## src/rtl/alu_pkg.sv

```systemverilog
// Shared types for the TinyALU command sequencer: opcodes, FSM states and the
// queued command layout.
package alu_pkg;

   typedef enum logic [2:0] {
      no_op  = 3'b000,
      add    = 3'b001,
      and_op = 3'b010,
      xor_op = 3'b011,
      mul    = 3'b100,
      rst_op = 3'b111
   } operation_t;

   typedef enum logic [1:0] {
      IDLE  = 2'd0,
      ISSUE = 2'd1,
      DROP  = 2'd2
   } state_t;

   // Op is kept as raw bits so illegal encodings survive the FIFO.
   typedef struct packed {
      logic [2:0] op;
      logic [7:0] a;
      logic [7:0] b;
   } cmd_t;

   function automatic logic is_illegal(input logic [2:0] op);
      return (op == 3'b101) || (op == 3'b110);
   endfunction

endpackage

```

## src/rtl/alu_cmd_fifo.sv

```systemverilog
// Circular command FIFO; a write while full is refused even if a pop happens
// on the same edge.
module alu_cmd_fifo #(
   parameter int unsigned DEPTH = 4,
   parameter int unsigned WIDTH = 19
) (
   input  logic             clk,
   input  logic             reset,
   input  logic             wr_en_i,
   input  logic [WIDTH-1:0] wr_data_i,
   input  logic             rd_en_i,
   output logic [WIDTH-1:0] rd_data_o,
   output logic             full_o,
   output logic             empty_o
);

   localparam int unsigned AW = (DEPTH > 1) ? $clog2(DEPTH) : 1;
   localparam logic [AW-1:0] PtrLast = AW'(DEPTH - 1);
   localparam logic [AW:0]   CntFull = (AW + 1)'(DEPTH);

   logic [WIDTH-1:0] mem_q [DEPTH];
   logic [AW-1:0]    wr_ptr_q, wr_ptr_d;
   logic [AW-1:0]    rd_ptr_q, rd_ptr_d;
   logic [AW:0]      count_q, count_d;
   logic             wr_ok, rd_ok;

   assign full_o    = (count_q == CntFull);
   assign empty_o   = (count_q == '0);
   assign wr_ok     = wr_en_i && !full_o;
   assign rd_ok     = rd_en_i && !empty_o;
   assign rd_data_o = mem_q[rd_ptr_q];

   always_comb begin
      wr_ptr_d = wr_ptr_q;
      rd_ptr_d = rd_ptr_q;
      count_d  = count_q;
      if (wr_ok) begin
         wr_ptr_d = (wr_ptr_q == PtrLast) ? '0 : wr_ptr_q + 1'b1;
      end
      if (rd_ok) begin
         rd_ptr_d = (rd_ptr_q == PtrLast) ? '0 : rd_ptr_q + 1'b1;
      end
      case ({wr_ok, rd_ok})
         2'b10:   count_d = count_q + 1'b1;
         2'b01:   count_d = count_q - 1'b1;
         default: count_d = count_q;
      endcase
   end

   always_ff @(posedge clk or posedge reset) begin
      if (reset) begin
         wr_ptr_q <= '0;
         rd_ptr_q <= '0;
         count_q  <= '0;
      end else begin
         wr_ptr_q <= wr_ptr_d;
         rd_ptr_q <= rd_ptr_d;
         count_q  <= count_d;
      end
   end

   always_ff @(posedge clk) begin
      if (wr_ok) begin
         mem_q[wr_ptr_q] <= wr_data_i;
      end
   end

endmodule

```

## src/rtl/tinyalu_cmd_sequencer.sv

```systemverilog
// Queues upstream ALU commands, issues them one at a time to the TinyALU and
// returns results in order through a single-entry response slot.
module tinyalu_cmd_sequencer
   import alu_pkg::*;
#(
   parameter int unsigned DEPTH   = 4,
   parameter int unsigned TIMEOUT = 16
) (
   input  logic        clk,
   input  logic        reset,
   input  logic        cmd_valid,
   output logic        cmd_ready,
   input  logic [7:0]  cmd_A,
   input  logic [7:0]  cmd_B,
   input  logic [2:0]  cmd_op,
   output logic        alu_start,
   output logic [7:0]  alu_A,
   output logic [7:0]  alu_B,
   output logic [2:0]  alu_op,
   input  logic        alu_done,
   input  logic [15:0] alu_result,
   output logic        rsp_valid,
   input  logic        rsp_ready,
   output logic [15:0] rsp_result,
   output logic [2:0]  rsp_op,
   output logic        busy,
   output logic        err
);

   localparam int unsigned   CW      = $clog2(TIMEOUT + 1);
   localparam logic [CW-1:0] CntLast = CW'(TIMEOUT - 1);

   cmd_t          head;
   logic          pop, fifo_full, fifo_empty, slot_free;
   state_t        state_q, state_d;
   logic          alu_start_q, alu_start_d;
   logic [7:0]    alu_a_q, alu_a_d, alu_b_q, alu_b_d;
   logic [2:0]    alu_op_q, alu_op_d;
   logic          rsp_valid_q, rsp_valid_d;
   logic [15:0]   rsp_result_q, rsp_result_d;
   logic [2:0]    rsp_op_q, rsp_op_d;
   logic          err_q, err_d;
   logic [CW-1:0] cnt_q, cnt_d;

   alu_cmd_fifo #(
      .DEPTH(DEPTH),
      .WIDTH($bits(cmd_t))
   ) u_fifo (
      .clk      (clk),
      .reset    (reset),
      .wr_en_i  (cmd_valid),
      .wr_data_i({cmd_op, cmd_A, cmd_B}),
      .rd_en_i  (pop),
      .rd_data_o(head),
      .full_o   (fifo_full),
      .empty_o  (fifo_empty)
   );

   assign cmd_ready  = !fifo_full && !reset;
   assign alu_start  = alu_start_q;
   assign alu_A      = alu_a_q;
   assign alu_B      = alu_b_q;
   assign alu_op     = alu_op_q;
   assign rsp_valid  = rsp_valid_q;
   assign rsp_result = rsp_result_q;
   assign rsp_op     = rsp_op_q;
   assign err        = err_q;
   assign busy       = !fifo_empty || (state_q != IDLE);

   // Issuing only into a free slot means a completion never finds it occupied.
   assign slot_free = !rsp_valid_q || rsp_ready;

   always_comb begin
      state_d      = state_q;
      alu_start_d  = alu_start_q;
      alu_a_d      = alu_a_q;
      alu_b_d      = alu_b_q;
      alu_op_d     = alu_op_q;
      rsp_valid_d  = rsp_valid_q && !rsp_ready;
      rsp_result_d = rsp_result_q;
      rsp_op_d     = rsp_op_q;
      err_d        = 1'b0;
      cnt_d        = cnt_q;
      pop          = 1'b0;
      case (state_q)
         IDLE: begin
            if (!fifo_empty) begin
               if (is_illegal(head.op)) begin
                  pop     = 1'b1;
                  err_d   = 1'b1;
                  state_d = DROP;
               end else if (head.op == no_op) begin
                  pop     = 1'b1;
                  state_d = DROP;
               end else if (slot_free) begin
                  pop         = 1'b1;
                  alu_start_d = 1'b1;
                  alu_a_d     = head.a;
                  alu_b_d     = head.b;
                  alu_op_d    = head.op;
                  cnt_d       = '0;
                  state_d     = ISSUE;
               end
            end
         end
         ISSUE: begin
            if (alu_op_q == rst_op) begin
               alu_start_d = 1'b0;
               state_d     = IDLE;
            end else if (alu_done) begin
               alu_start_d  = 1'b0;
               rsp_valid_d  = 1'b1;
               rsp_result_d = alu_result;
               rsp_op_d     = alu_op_q;
               cnt_d        = '0;
               state_d      = IDLE;
            end else if (cnt_q == CntLast) begin
               alu_start_d  = 1'b0;
               err_d        = 1'b1;
               rsp_valid_d  = 1'b1;
               rsp_result_d = 16'hFFFF;
               rsp_op_d     = alu_op_q;
               cnt_d        = '0;
               state_d      = IDLE;
            end else begin
               cnt_d = cnt_q + 1'b1;
            end
         end
         DROP:    state_d = IDLE;
         default: state_d = IDLE;
      endcase
   end

   always_ff @(posedge clk or posedge reset) begin
      if (reset) begin
         state_q      <= IDLE;
         alu_start_q  <= 1'b0;
         alu_a_q      <= '0;
         alu_b_q      <= '0;
         alu_op_q     <= no_op;
         rsp_valid_q  <= 1'b0;
         rsp_result_q <= '0;
         rsp_op_q     <= no_op;
         err_q        <= 1'b0;
         cnt_q        <= '0;
      end else begin
         state_q      <= state_d;
         alu_start_q  <= alu_start_d;
         alu_a_q      <= alu_a_d;
         alu_b_q      <= alu_b_d;
         alu_op_q     <= alu_op_d;
         rsp_valid_q  <= rsp_valid_d;
         rsp_result_q <= rsp_result_d;
         rsp_op_q     <= rsp_op_d;
         err_q        <= err_d;
         cnt_q        <= cnt_d;
      end
   end

endmodule
```

## config.mk

```make
export PLATFORM = sky130hd
export DESIGN_NAME = tinyalu_cmd_sequencer
export DESIGN_NICKNAME = d
export VERILOG_FILES = /design/src/rtl/alu_pkg.sv /design/src/rtl/alu_cmd_fifo.sv /design/src/rtl/tinyalu_cmd_sequencer.sv
export SDC_FILE = /design/constraint.sdc
export NUM_CORES = 1
export LEC_CHECK = 0
export BUFFER_PORTS_ARGS = -buffer_cell sky130_fd_sc_hd__buf_2
export CORE_ASPECT_RATIO = 1.25
export CORE_UTILIZATION = 30
export DETAILED_ROUTE_END_ITERATION = 6
export GPL_TIMING_DRIVEN = 1
export HOLD_SLACK_MARGIN = 0.08
export PLACE_DENSITY = 0.45
export SYNTH_ARGS = -nofsm -noshare
export SYNTH_HDL_FRONTEND = slang
export SYNTH_SLANG_ARGS = --single-unit
```

## constraint.sdc

```tcl
create_clock -name clk -period 4.4 [get_ports clk]
set_clock_uncertainty 0.1 [all_clocks]
set_input_delay 0.88 -clock clk [delete_from_list [all_inputs] [get_ports clk]]
set_output_delay 0.88 -clock clk [all_outputs]
set_load 0.02 [all_outputs]
```

# Yosys cells after proc, flatten, opt, wreduce, memory -nomap -nowiden
# Memories as Yosys holds them, arrays and structs flattened.
# Index checks and enable logic that the tools add are counted.
# totals
ff_bits	55
ramBits	76
in_bits	40
output_inout_bits	43
elab_cells	112
memories	1
# op_classes
addsub	5
n_eq_ne	17
muxes	48
bitwise_logic	4
n_reduce_logical	24
# memory_table
name	depth	width	read_ports	rd_ports_with_merged_regs	wr	line	text
u_fifo.mem_q	4	19	1	0	1	alu_cmd_fifo.sv:21	logic [WIDTH-1:0] mem_q [DEPTH];
# ops
cell	n
5-bit 2-to-1 mux	7
16-bit 2-to-1 mux	2
1-bit 2-to-1 mux	23
2-bit 2-to-1 mux	9
3-bit == test, second input constant	4
6-bit AND reduction	2
2-bit != test, second input constant	5
5-bit one-hot mux with 2 select lines	1
4-bit != test, second input constant	2
2-bit nonzero test	4
2-bit == test, second input constant	3
3-bit logical NOT	2
3-bit 2-to-1 mux	2
3-bit one-hot mux with 2 select lines	1
3-bit AND reduction	2
5-bit by 1-bit adder with 5-bit output, second input constant	1
5-bit by 4-bit == test with 1-bit output, second input constant	1
1-bit logical NOT	5
5-bit AND reduction	1
2-bit by 1-bit adder with 2-bit output, second input constant	2
2-bit by 1-bit == test with 1-bit output, second input constant	2
1-bit logical AND	4
1-bit inverter	4
1-bit one-hot mux with 2 select lines	2
other kinds (5)	7

# Logic depth before layout (Yosys ltp)
# Gate-level depths: netlist of run 1.
# logic_depth
ltp_word	10
mapped_depth	11
depth_no_buf	10

# Cells and area by module
# Synthesis of run 1 repeated with hierarchy kept, for this count alone.
# unflattened
cells_unflattened	282
area_unflattened_um2	5265.0
# modules_own_cells
mod	n_inst	cells_each	area_each_um2	seq_area_each_um2
alu_cmd_fifo	1	140	3228.1	2457.4
tinyalu_cmd_sequencer	1	142	2037.0	1201.2

# Worst setup path before layout of run 1
# Ideal clock, no wire load.
# synth_path
path_type	register to register
startpoint	register u_fifo.rd_ptr_q[0]
endpoint	register u_fifo.count_q[2]
setup_time_ns	0.079
t_arrival_ns	2.725
t_required_ns	4.221
slack_ns	1.496
stages_incl_launch_ff	12
path_buffers	1
period_less_slack_ns	2.904
cell_sequence	dfrtp_1 -> buf_4 -> mux4_2 -> nor3_2 -> a21oi_2 -> a21oi_2 -> ha_1 -> inv_1 -> fa_1 -> xor2_1 -> nor2_1 -> xor2_1
# synth_between
elab_chain_cells	9
word_cells_on_any_way	14
classes_between	4 x eq/ne; 5 x mux; 4 x reduce/logical; 1 x memory
# synth_lines
item	line	text
start, declared	alu_cmd_fifo.sv:23	logic [AW-1:0] rd_ptr_q, rd_ptr_d;
start signal, assigned	alu_cmd_fifo.sv:57	rd_ptr_q <= rd_ptr_d;
memory 4 x 19 bit (*)	-	
3-bit logical NOT or 3-bit == test (tied branches)	tinyalu_cmd_sequencer.sv:92, alu_pkg.sv:28	
1-bit 2-to-1 mux or 1-bit logical OR (tied branches)	tinyalu_cmd_sequencer.sv:92, alu_pkg.sv:28	
1-bit 2-to-1 mux (*)	tinyalu_cmd_sequencer.sv:88	if (is_illegal(head.op)) begin
1-bit 2-to-1 mux (*)	tinyalu_cmd_sequencer.sv:87	if (!fifo_empty) begin
1-bit 2-to-1 mux (*)	tinyalu_cmd_sequencer.sv:85	case (state_q)
1-bit logical AND (*)	alu_cmd_fifo.sv:30	assign rd_ok = rd_en_i && !empty_o;
via u_fifo.rd_ok	alu_cmd_fifo.sv:25	logic wr_ok, rd_ok;
2-bit by 1-bit == test with 1-bit output or 2-bit == test (tied branches)	alu_cmd_fifo.sv:43	case ({wr_ok, rd_ok})
3-bit one-hot mux with 2 select lines or 2-bit nonzero test (tied branches)	-	
end signal, assigned	alu_cmd_fifo.sv:58	count_q <= count_d;
end, declared	alu_cmd_fifo.sv:24	logic [AW:0] count_q, count_d;
# Mark *: on every way through the listed nets, which the timed path passes. The rest lies on a longest branch.
# A chain may end at the register's enable or synchronous reset.

# Final worst setup path of run 1
# Ends and elaborated chain as after synthesis.

==> metrics.cfg, run 1 <==
[run_status]
status = finished, final reports clean

[final_layout]
register_area_um2 = 3660
fin_cells = 618
drive_gt1_share_pct = 41.3
design_area_um2 = 6430
fill_cells = 1632
layout.cells.most_common = buf_2
layout_common_cells = 82 x buf_2, 76 x edfxtp_1, 55 x dfrtp_1
area_growth_pct = 23.7
multi_input_area_um2 = 1450
nets = 432

[worst_setup_path]
crit_arrival_ns = 3.47
endpoint_kind = flop
startpoint = u_fifo.rd_ptr_q[0]
timing.rr.start = u_fifo.rd_ptr_q[0]
path_class = flop to flop
cp-start-kind = flop
r2r_slack_ns = 1.16
crit_fanout = 7
reg2reg_to = u_fifo.count_q[2]
r2r_cells = 10
required_ns = 4.63

[logic_synthesis]
syn_area_per_cell_um2 = 18.1
syn_area_um2 = 5200
netlist_top_cells_area = edfxtp_1 44%, dfrtp_1 26%, mux4_2 8.2%, mux2_4 5.2%, o22a_1 2.7%
synth_top_area_share_pct = 43.9
async_flop_share_pct = 42.0
synth_nets = 335
ys.flop_type = edfxtp_1
synthCells = 287
synth_cell_types = 43
synth_seq_area_share_pct = 70.4
synth-edff-count = 76
ys_ff_latch = 131
synth-warning-count = 0
synth_largest_area_cell = edfxtp_1

[clocking]
hold_buffers = 0
numCtsBuffers = 17
cts_htree_levels = 4
clk_latency_ns = 0.42
cts.sinks = 131
max-clock-path-buffers = 2
postCtsSetupRepairBufs = 0
clk_pin_slew_worst_paths_ns = 0.05
cts_resized = 0
cts_root_buf = clkbuf_16
cts_tree = yes

[global_route]
antenna_found_initial = 1
grt_max_degree = 44
grt_pass1_vias = 2897
grt_pass1_wl_um = 16100
overflow = 0
track_usage_pct = 12.4

[timing]
hold_viol = 0
worst_pin_slew_ns = 0.931
post-route-period-util_pct = 73.6
min_period_ns = 3.24
rsz0062_at_grt = false
fin_tns_setup_ns = 0
fmax_ghz = 0.309
layout_setup_ws_ns = 1.16
slew_violations = 0
relSlewSlack_pct = 37.9
finalSetupViolCount = 0

[worst_hold_path]
hold_depth = 1
min_path_type = flop to flop
holdCritStartpoint = rsp_result[7]
min_to = rsp_result[7]

[route]
vias = 2780
first_iter_violations = 122
drc = 0
vias_per_cell = 4.50
top_layer_used = met4
wl_met3_um = 526
routed_wirelength_um = 10200
wl_per_cell_um = 16.5
firstDrtPassIters = 4
wl_met2_um = 5050
wl_met1_um = 4390
ant_nets = 0

[die]
num_rows = 53
io_pins = 83
die_area_um2 = 17900
die_x_um = 120
die_y_um = 149
initial_core_util_pct = 30.7
core_area_um2 = 16900

[placed_design]
gp_congestion = 0.675
dp_hpwl_um = 6780
pre_cts_slack_ns = 1.12
io_buffer_count = 82
dp.cells = 585
placed_area_um2 = 5880

[flow_run]
cap_violations = 0

[power]
power_density_nw_per_um2 = 808
p_leak_uw = 0.00258
max-vdd-ir-drop_mv = 0.279

## power breakdown
| part | internal, uW | leakage (uW) | switching (uW) |
|---|---|---|---|
| combinational | 942 | 0.000972 | 1010 |
| clock | 845 | 0.000266 | 481 |
| sequential | 1710 | 0.00135 | 202 |
## per-stage QoR
stage	hold WS [ns]	total power, uW	util, %
after CTS	0.401	5290	38.0
after global placement	0.386	3920	34.7
after detailed placement	0.390	3950	34.7
final	0.399	5190	38.0
after floorplan	0.368	3410	-
after global routing	0.414	5500	38.0
## cell type report
cell class | count | share of cell area (%)
well taps | 220 | 4.28
clock inverters | 6 | 1.28
repair buffers | 89 | 7.20
clock buffers | 26 | 7.30
multi-input cells | 136 | 22.5
flip-flops and latches | 131 | 56.9
inverters | 9 | 0.525
diodes | 1 | 0.0389
## kinds of logic (layout without fill, tap and decap cells)
| kind of cell | count (synthesis) | after routing | share of synthesized area, % |
|---|---|---|---|
| compound gates | 38 | 38 | 5.78 |
| simple gates | 41 | 41 | 4.16 |
| mux | 45 | 45 | 15.1 |
| xor+xnor | 4 | 4 | 0.674 |
| buf+inv | 20 | 130 | 1.83 |
| fa+ha+maj | 8 | 8 | 2.07 |
| flops | 131 | 131 | 70.4 |
| other cells | 0 | 1 | 0 |
## sequential cells by signal (all words and copies together) (netlist names), 3 cells and up
| register | count |
|---|---|
| alu_A | 8 |
| alu_B | 8 |
| alu_op | 3 |
| cnt_q | 5 |
| rsp_op | 3 |
| rsp_result | 16 |
| u_fifo.count_q | 3 |
| u_fifo.mem_q | 76 |
## worst max path at each step
stage | endpoint | slack [ns]
2_1_floorplan | u_fifo.count_q[2] | 1.50
3_3_place_gp | u_fifo.count_q[2] | 1.17
3_5_place_dp | u_fifo.count_q[2] | 1.12
4_1_cts | u_fifo.count_q[2] | 1.09
5_1_grt | u_fifo.count_q[2] | 0.84
6_report | u_fifo.count_q[2] | 1.16
## worst max-delay path: stages, from the launching register on
cell and delay [ns]:
dfrtp_1 0.57, mux4_2 0.62, xor2_1 0.40, a21oi_2 0.14, a21oi_2 0.21, ha_1 0.21, inv_1 0.07, fa_1 0.43
xor2_1 0.15, nor2_1 0.11, xor2_1 0.16
## cell usage after synthesis, types with 5 or more instances
cell type  count
nor2_1         7
dfrtp_1       55
mux2_4        18
o22a_1        16
nand2_1       11
nor3_1         5
clkbuf_1       7
inv_1          9
mux4_2        19
mux2_2         6
edfxtp_1      76
and3_1         5
ha_1           7
## per-layer routing
metal	global-route usage, %	vias to the layer above
li1	-	1312
met1	14.7	1375
met2	20.1	78
met3	3.90	15
met4	6.75	0
met5	0	-
(Power assumes the default switching activity.)
==> run 2: changes to the inputs <==
--- a/config.mk
+++ b/config.mk
@@ -5,6 +5,7 @@
 export SDC_FILE = /design/constraint.sdc
 export NUM_CORES = 1
 export LEC_CHECK = 0
+export ABC_AREA = 1
 export BUFFER_PORTS_ARGS = -buffer_cell sky130_fd_sc_hd__buf_2
 export CORE_ASPECT_RATIO = 1.25
 export CORE_UTILIZATION = 30
==> constraint.sdc (replaced) <==
create_clock -name clk -period 3.26 [get_ports clk]
set_clock_uncertainty 0.1 [all_clocks]
set_input_delay 0.652 -clock clk [delete_from_list [all_inputs] [get_ports clk]]
set_output_delay 0.652 -clock clk [all_outputs]
set_load 0.02 [all_outputs]
==> run 2 against run 1 <==
Effect of this change: utilization is 0.26 points higher; fmax is 16% higher; critical path depth is 5 higher; routed wire length is 13% higher; cell count is 33% higher; clock power is 47% higher; sequential power is 32% higher; design area is 5.0% higher; sequential share of layout area is 2.7 points lower; combinational power is 41% higher; die area is 5.0% higher; critical endpoint unchanged; highest routed layer is now met5.
==> metrics.cfg, run 2 <==
[run_status]
status = finished, final reports clean

[power]
power.total_uw = 7230
p_clk_share_pct = 27.0
p_leak_uw = 0.00295
p_seq_share_pct = 35.0
p_int_uw = 4420
power_density_nw_per_um2 = 1070
p_comb_share_pct = 38.0
max-vdd-ir-drop_mv = 0.439
p_sw_share_pct = 38.8
p_sw_uw = 2800

[worst_setup_path]
crit_arrival_ns = 3.00
path_class = flop to flop
endpoint_kind = flop
required_ns = 3.45
crit_fanout = 15
cp-start-kind = flop

[die]
io_pins = 83
die_y_um = 153
core_area_um2 = 17600
initial_core_util_pct = 31.0
die_area_um2 = 18800
die_x_um = 123
num_rows = 54

[clocking]
numCtsBuffers = 17
clk_latency_ns = 0.42
postCtsSetupRepairBufs = 0
cts_htree_levels = 4
max-clock-path-buffers = 2
cts_root_buf = clkbuf_16
cts_tree = yes
clk_pin_slew_worst_paths_ns = 0.06
cts.sinks = 131

[logic_synthesis]
synth_cell_types = 30
synth-edff-count = 76
synth_top_area_share_pct = 41.8
post-synth-top-count-cell = nand2_1
synthCells = 495
synth-warning-count = 0
synth.top_cells.by_count = 90 x nand2_1, 76 x edfxtp_1, 64 x nor2_1
synth_nets = 543
netlist_top_cells_area = edfxtp_1 42%, dfrtp_1 25%, nand2_1 6.2%, o21ai_0 4.9%, nor2_1 4.4%
ys.flop_type = edfxtp_1
synth_largest_area_cell = edfxtp_1
syn_area_per_cell_um2 = 11.0
syn_area_um2 = 5460
async_flop_share_pct = 42.0
ys_ff_latch = 131
synth_seq_area_share_pct = 67.0

[route]
first_iter_violations = 128
firstDrtPassIters = 4
vias = 3669
ant_nets = 0
drc = 0
routed_wirelength_um = 11500
wl_per_cell_um = 13.9
vias_per_cell = 4.45

[placed_design]
placed_area_um2 = 6140
io_buffer_count = 82
gp_congestion = 0.717
dp_hpwl_um = 7760
pre_cts_slack_ns = 0.320

[global_route]
track_usage_pct = 13.2
antenna_found_initial = 1
grt_pass1_wl_um = 18600
grt_max_degree = 41
grt_pass1_vias = 3557
overflow = 0

[final_layout]
layout_common_cells = 90 x nand2_1, 82 x buf_2, 76 x edfxtp_1
area_growth_pct = 23.6
nets = 636
layout.cells.most_common = nand2_1
top_register = u_fifo.mem_q
final_core_util_pct = 38.3
num_antenna_cells = 0
design_area_um2 = 6750
drive_gt1_share_pct = 26.3
largest_reg_flops = 76

[timing]
hold_viol = 0
rsz0062_at_grt = false
layout_setup_ws_ns = 0.458
fmax_ghz = 0.357
fin_tns_setup_ns = 0
relSlewSlack_pct = 46.6
finalSetupViolCount = 0
worst_pin_slew_ns = 0.796
slew_violations = 0
post-route-period-util_pct = 86.0
min_period_ns = 2.80

[worst_hold_path]
min_path_type = input port to asynchronous set/reset pin

[flow_run]
cap_violations = 0

## run 2: worst max-delay path, cell delays in order (launching register included)
cell and delay, ns:
dfrtp_2 0.51, inv_2 0.18, nand2_1 0.10, nand3_1 0.09, nand2_2 0.10, nand2_2 0.09, nand3_2 0.13, nand2_1 0.09
nand2_1 0.09, nand2_1 0.13, ha_1 0.15, inv_1 0.07, fa_1 0.44, a21oi_1 0.15, o21ai_0 0.11, xor2_1 0.15
## run 2: timing repair
action	in CTS	in global routing
hold buffers	0	0
gates resized for setup	0	1
setup endpoints to repair	0	1
endpoints found under the hold margin	0	0
## run 2: logic make-up (layout without fill, tap and decap cells)
family | Yosys count | after routing | share of synthesized area, %
compound gates | 98 | 98 | 10.7
xor+xnor | 4 | 4 | 0.642
fa+ha+maj | 8 | 8 | 1.97
buf+inv | 66 | 172 | 5.31
flops | 131 | 131 | 67.0
simple gates | 188 | 188 | 14.4
## run 2: power by group through the flow
| stage | clock network, uW | registers, uW | logic (uW) |
|---|---|---|---|
| 2_1_floorplan | 0 | 2820 | 1770 |
| 3_3_place_gp | 0 | 2550 | 2780 |
| 3_5_place_dp | 0 | 2560 | 2810 |
| 4_1_cts | 2000 | 2540 | 2810 |
| 5_1_grt | 2070 | 2590 | 3120 |
| 6_report | 1950 | 2530 | 2750 |
## run 2: layout make-up
type,count,area (um2)
Tap cell,224,280
Inverter,45,169
Sequential cell,131,3660
Multi-Input combinational cell,298,1520
Timing Repair Buffer,95,508
Clock inverter,11,151
Fill cell,1757,10900
Clock buffer,21,460
## run 2: final timing paths
kind                               startpoint                   to  slack [ns]  depth (start not counted)
hold reg to reg                      alu_A[3]             alu_A[3]        0.38                          2
min in group clk                    cmd_op[1]  u_fifo.mem_q[1][17]        0.34                          1
setup / recovery           u_fifo.rd_ptr_q[0]    u_fifo.count_q[2]        0.46                         15
hold / removal                          reset    u_fifo.count_q[2]        0.15                          2
setup reg to reg           u_fifo.rd_ptr_q[0]    u_fifo.count_q[2]        0.46                         15
max in group asynchronous               reset                  err        2.28                          3
## run 2: per-stage QoR
stage / std cells / hold WS, ns
3_3_place_gp: 793 / 0.362
3_5_place_dp: 793 / 0.368
4_1_cts: 825 / 0.161
2_1_floorplan: 495 / 0.365
5_1_grt: 825 / 0.176
6_report: 825 / 0.146
## run 2: layer usage
layer,up-vias,track usage [%],routed length (um),part of all wire [%]
li1,1861,-,-,-
met1,1698,15.8,4910,43
met2,93,21.8,5790,50
met3,15,3.73,557,4.8
met4,2,6.04,210,1.8
met5,-,0,13,0.11
==> run 3: changes to the inputs <==
--- a/config.mk
+++ b/config.mk
@@ -12,7 +12,8 @@
 export DETAILED_ROUTE_END_ITERATION = 6
 export GPL_TIMING_DRIVEN = 1
 export HOLD_SLACK_MARGIN = 0.08
-export PLACE_DENSITY = 0.45
+export PLACE_DENSITY = 0.46
 export SYNTH_ARGS = -nofsm -noshare
 export SYNTH_HDL_FRONTEND = slang
+export SYNTH_HIERARCHICAL = 1
 export SYNTH_SLANG_ARGS = --single-unit
==> constraint.sdc (replaced) <==
create_clock -name clk -period 2.49 [get_ports clk]
set_clock_uncertainty 0.1 [all_clocks]
set_input_delay 0.498 -clock clk [delete_from_list [all_inputs] [get_ports clk]]
set_output_delay 0.498 -clock clk [all_outputs]
set_load 0.02 [all_outputs]
==> run 3 against run 2 <==
Effect of this change: the flow now finishes with violations (design-rule violations, negative setup slack); die area increased by 4.3%; combinational power up 44%; clock power up 19%; sequential share of layout area is 2.7 points lower; register-to-register slack worse by 0.47 ns; worst hold slack better by 0.051 ns.
==> metrics.cfg, run 3 <==
[run_status]
status = finished with violations
violations = design-rule violations, negative setup slack

[worst_setup_path]
crit_arrival_ns = 2.70
path_class = flop to flop
cp-start-kind = flop
required_ns = 2.69
crit_fanout = 8
endpoint_kind = flop

[power]
p_leak_uw = 0.00333
power_density_nw_per_um2 = 1350
max-vdd-ir-drop_mv = 0.720

[global_route]
overflow = 0
grt_pass1_vias = 3806
grt_pass1_wl_um = 19400
track_usage_pct = 13.0
antenna_found_initial = 0
grt_max_degree = 40

[clocking]
cts_root_buf = clkbuf_16
max-clock-path-buffers = 2
clk_latency_ns = 0.41
cts.sinks = 131
cts_htree_levels = 4
numCtsBuffers = 17
clk_pin_slew_worst_paths_ns = 0.06
cts_tree = yes

[final_layout]
design_area_um2 = 7110
top_register = u_fifo/mem_q
layout.cells.most_common = nand2_1
drive_gt1_share_pct = 29.6
register_area_um2 = 3660
layout_common_cells = 133 x nand2_1, 82 x buf_2, 76 x edfxtp_1
area_growth_pct = 24.7
nets = 694
fin_cells = 892
fill_cells = 1842
largest_reg_flops = 76
multi_input_area_um2 = 1600
final_core_util_pct = 38.0

[route]
routed_wirelength_um = 11900
firstDrtPassIters = 7
wl_per_cell_um = 13.3
vias = 3833
vias_per_cell = 4.30
drc = 20
ant_nets = 0
first_iter_violations = 193

[logic_synthesis]
synth.top_cells.by_count = 140 x nand2_1, 81 x inv_1, 76 x edfxtp_1
synth_largest_area_cell = edfxtp_1
post-synth-top-count-cell = nand2_1
synth_nets = 581
syn_area_per_cell_um2 = 10.7
synth-edff-count = 76
synth-warning-count = 6
ys_ff_latch = 131
synth_seq_area_share_pct = 64.2
synth_top_area_share_pct = 40.0
syn_area_um2 = 5700
netlist_top_cells_area = edfxtp_1 40%, dfrtp_1 24%, nand2_1 9.2%, inv_1 5.3%, o211ai_2 4.2%
async_flop_share_pct = 42.0
ys.flop_type = edfxtp_1
synthCells = 533
synth_cell_types = 29

[placed_design]
pre_cts_slack_ns = -0.0369
placed_area_um2 = 6440
dp.cells = 853
gp_congestion = 0.752
io_buffer_count = 82
dp_hpwl_um = 8290

[die]
core_area_um2 = 18700
initial_core_util_pct = 30.5
io_pins = 83
die_y_um = 156
die_area_um2 = 19600
num_rows = 56
die_x_um = 125

[timing]
relSlewSlack_pct = 47.5
min_period_ns = 2.50
hold_viol = 0
layout_setup_ws_ns = -0.00856
finalSetupViolCount = 1
post-route-period-util_pct = 100
fmax_ghz = 0.400
rsz0062_at_grt = true
worst_pin_slew_ns = 0.786
slew_violations = 0

[flow_run]
cap_violations = 0

[worst_hold_path]
min_path_type = input port to flop

## run 3: worst max-delay path: stages (launching register included)
cell and delay [ns]:
dfrtp_2 0.42, buf_12 0.14, nand2_1 0.07, o211ai_2 0.07, nand2_1 0.11, inv_2 0.06
nand2_4 0.08, inv_2 0.04, nor2_2 0.10, nor2_2 0.05, a21oi_2 0.16, nand2_2 0.09
inv_2 0.07, ha_4 0.14, inv_4 0.04, fa_2 0.37, nand2_2 0.09, nand3_2 0.07
nand2_1 0.05, nand2_1 0.05
## run 3: path summary, 6_finish.rpt
path,from,end,slack [ns],cells after the start
max in group asynchronous,reset,alu_A[0],0.95,4
worst min register to register,alu_A[0],alu_A[0],0.38,2
worst max register to register,u_fifo/rd_ptr_q[0],u_fifo/count_q[2],-0.009,19
worst min-delay path,cmd_A[6],u_fifo/mem_q[1][14],0.20,1
worst max-delay path,u_fifo/rd_ptr_q[0],u_fifo/count_q[2],-0.009,19
min in group asynchronous,reset,u_fifo/wr_ptr_q[0],0.52,3
## run 3: cell families after synthesis
family / count (synthesis) / share of synthesized area, %
AOI/OAI and AO/OA: 80 / 10.4
DFF: 131 / 64.2
adders and majority gates: 8 / 1.89
xor gates and xnor gates: 3 / 0.461
and+or+nand+nor: 202 / 14.3
buffers and inverters: 109 / 8.80
## run 3: layer usage
layer	up-vias	part of all wire, %	GRT usage (%)
met5	-	0	0
met4	0	1.5	5.46
met3	16	4.4	3.91
met1	1760	46	15.0
met2	84	49	22.3
li1	1973	-	-
## run 3: per-stage QoR
stage          setup TNS (ns)  hold WS [ns]  total power, uW
2_1_floorplan          -0.205         0.201             6030
3_3_place_gp                0         0.365             7070
3_5_place_dp          -0.0576         0.373             7150
4_1_cts                     0         0.176             9610
5_1_grt                -0.230         0.182            10300
6_report             -0.00856         0.196             9600
## run 3: area by class of cell
cell class                 instances  area share (%)
clock inverter                    15            1.81
antenna                            1          0.0352
multi-input combinational        293            22.4
tap                              232            4.08
sequential                       131            51.5
clock buffer                      17            5.98
timing repair buffer             115            9.47
inverter                          88            4.68
## run 3: what timing repair did
| item | in CTS | in global routing |
|---|---|---|
| hold buffers | 1 | 0 |
| buffers inserted | 2 | 3 |
| resized for setup | 6 | 12 |
| endpoints found under the setup margin | 2 | 2 |
| cloned | 0 | 0 |
| pin swaps | 7 | 14 |
| hold endpoints to repair | 7 | 0 |
## run 3: power breakdown
group / switching (uW) / total (uW) / internal, uW
clock: 947 / 2320 / 1380
combinational: 2500 / 3960 / 1460
sequential: 315 / 3320 / 3000
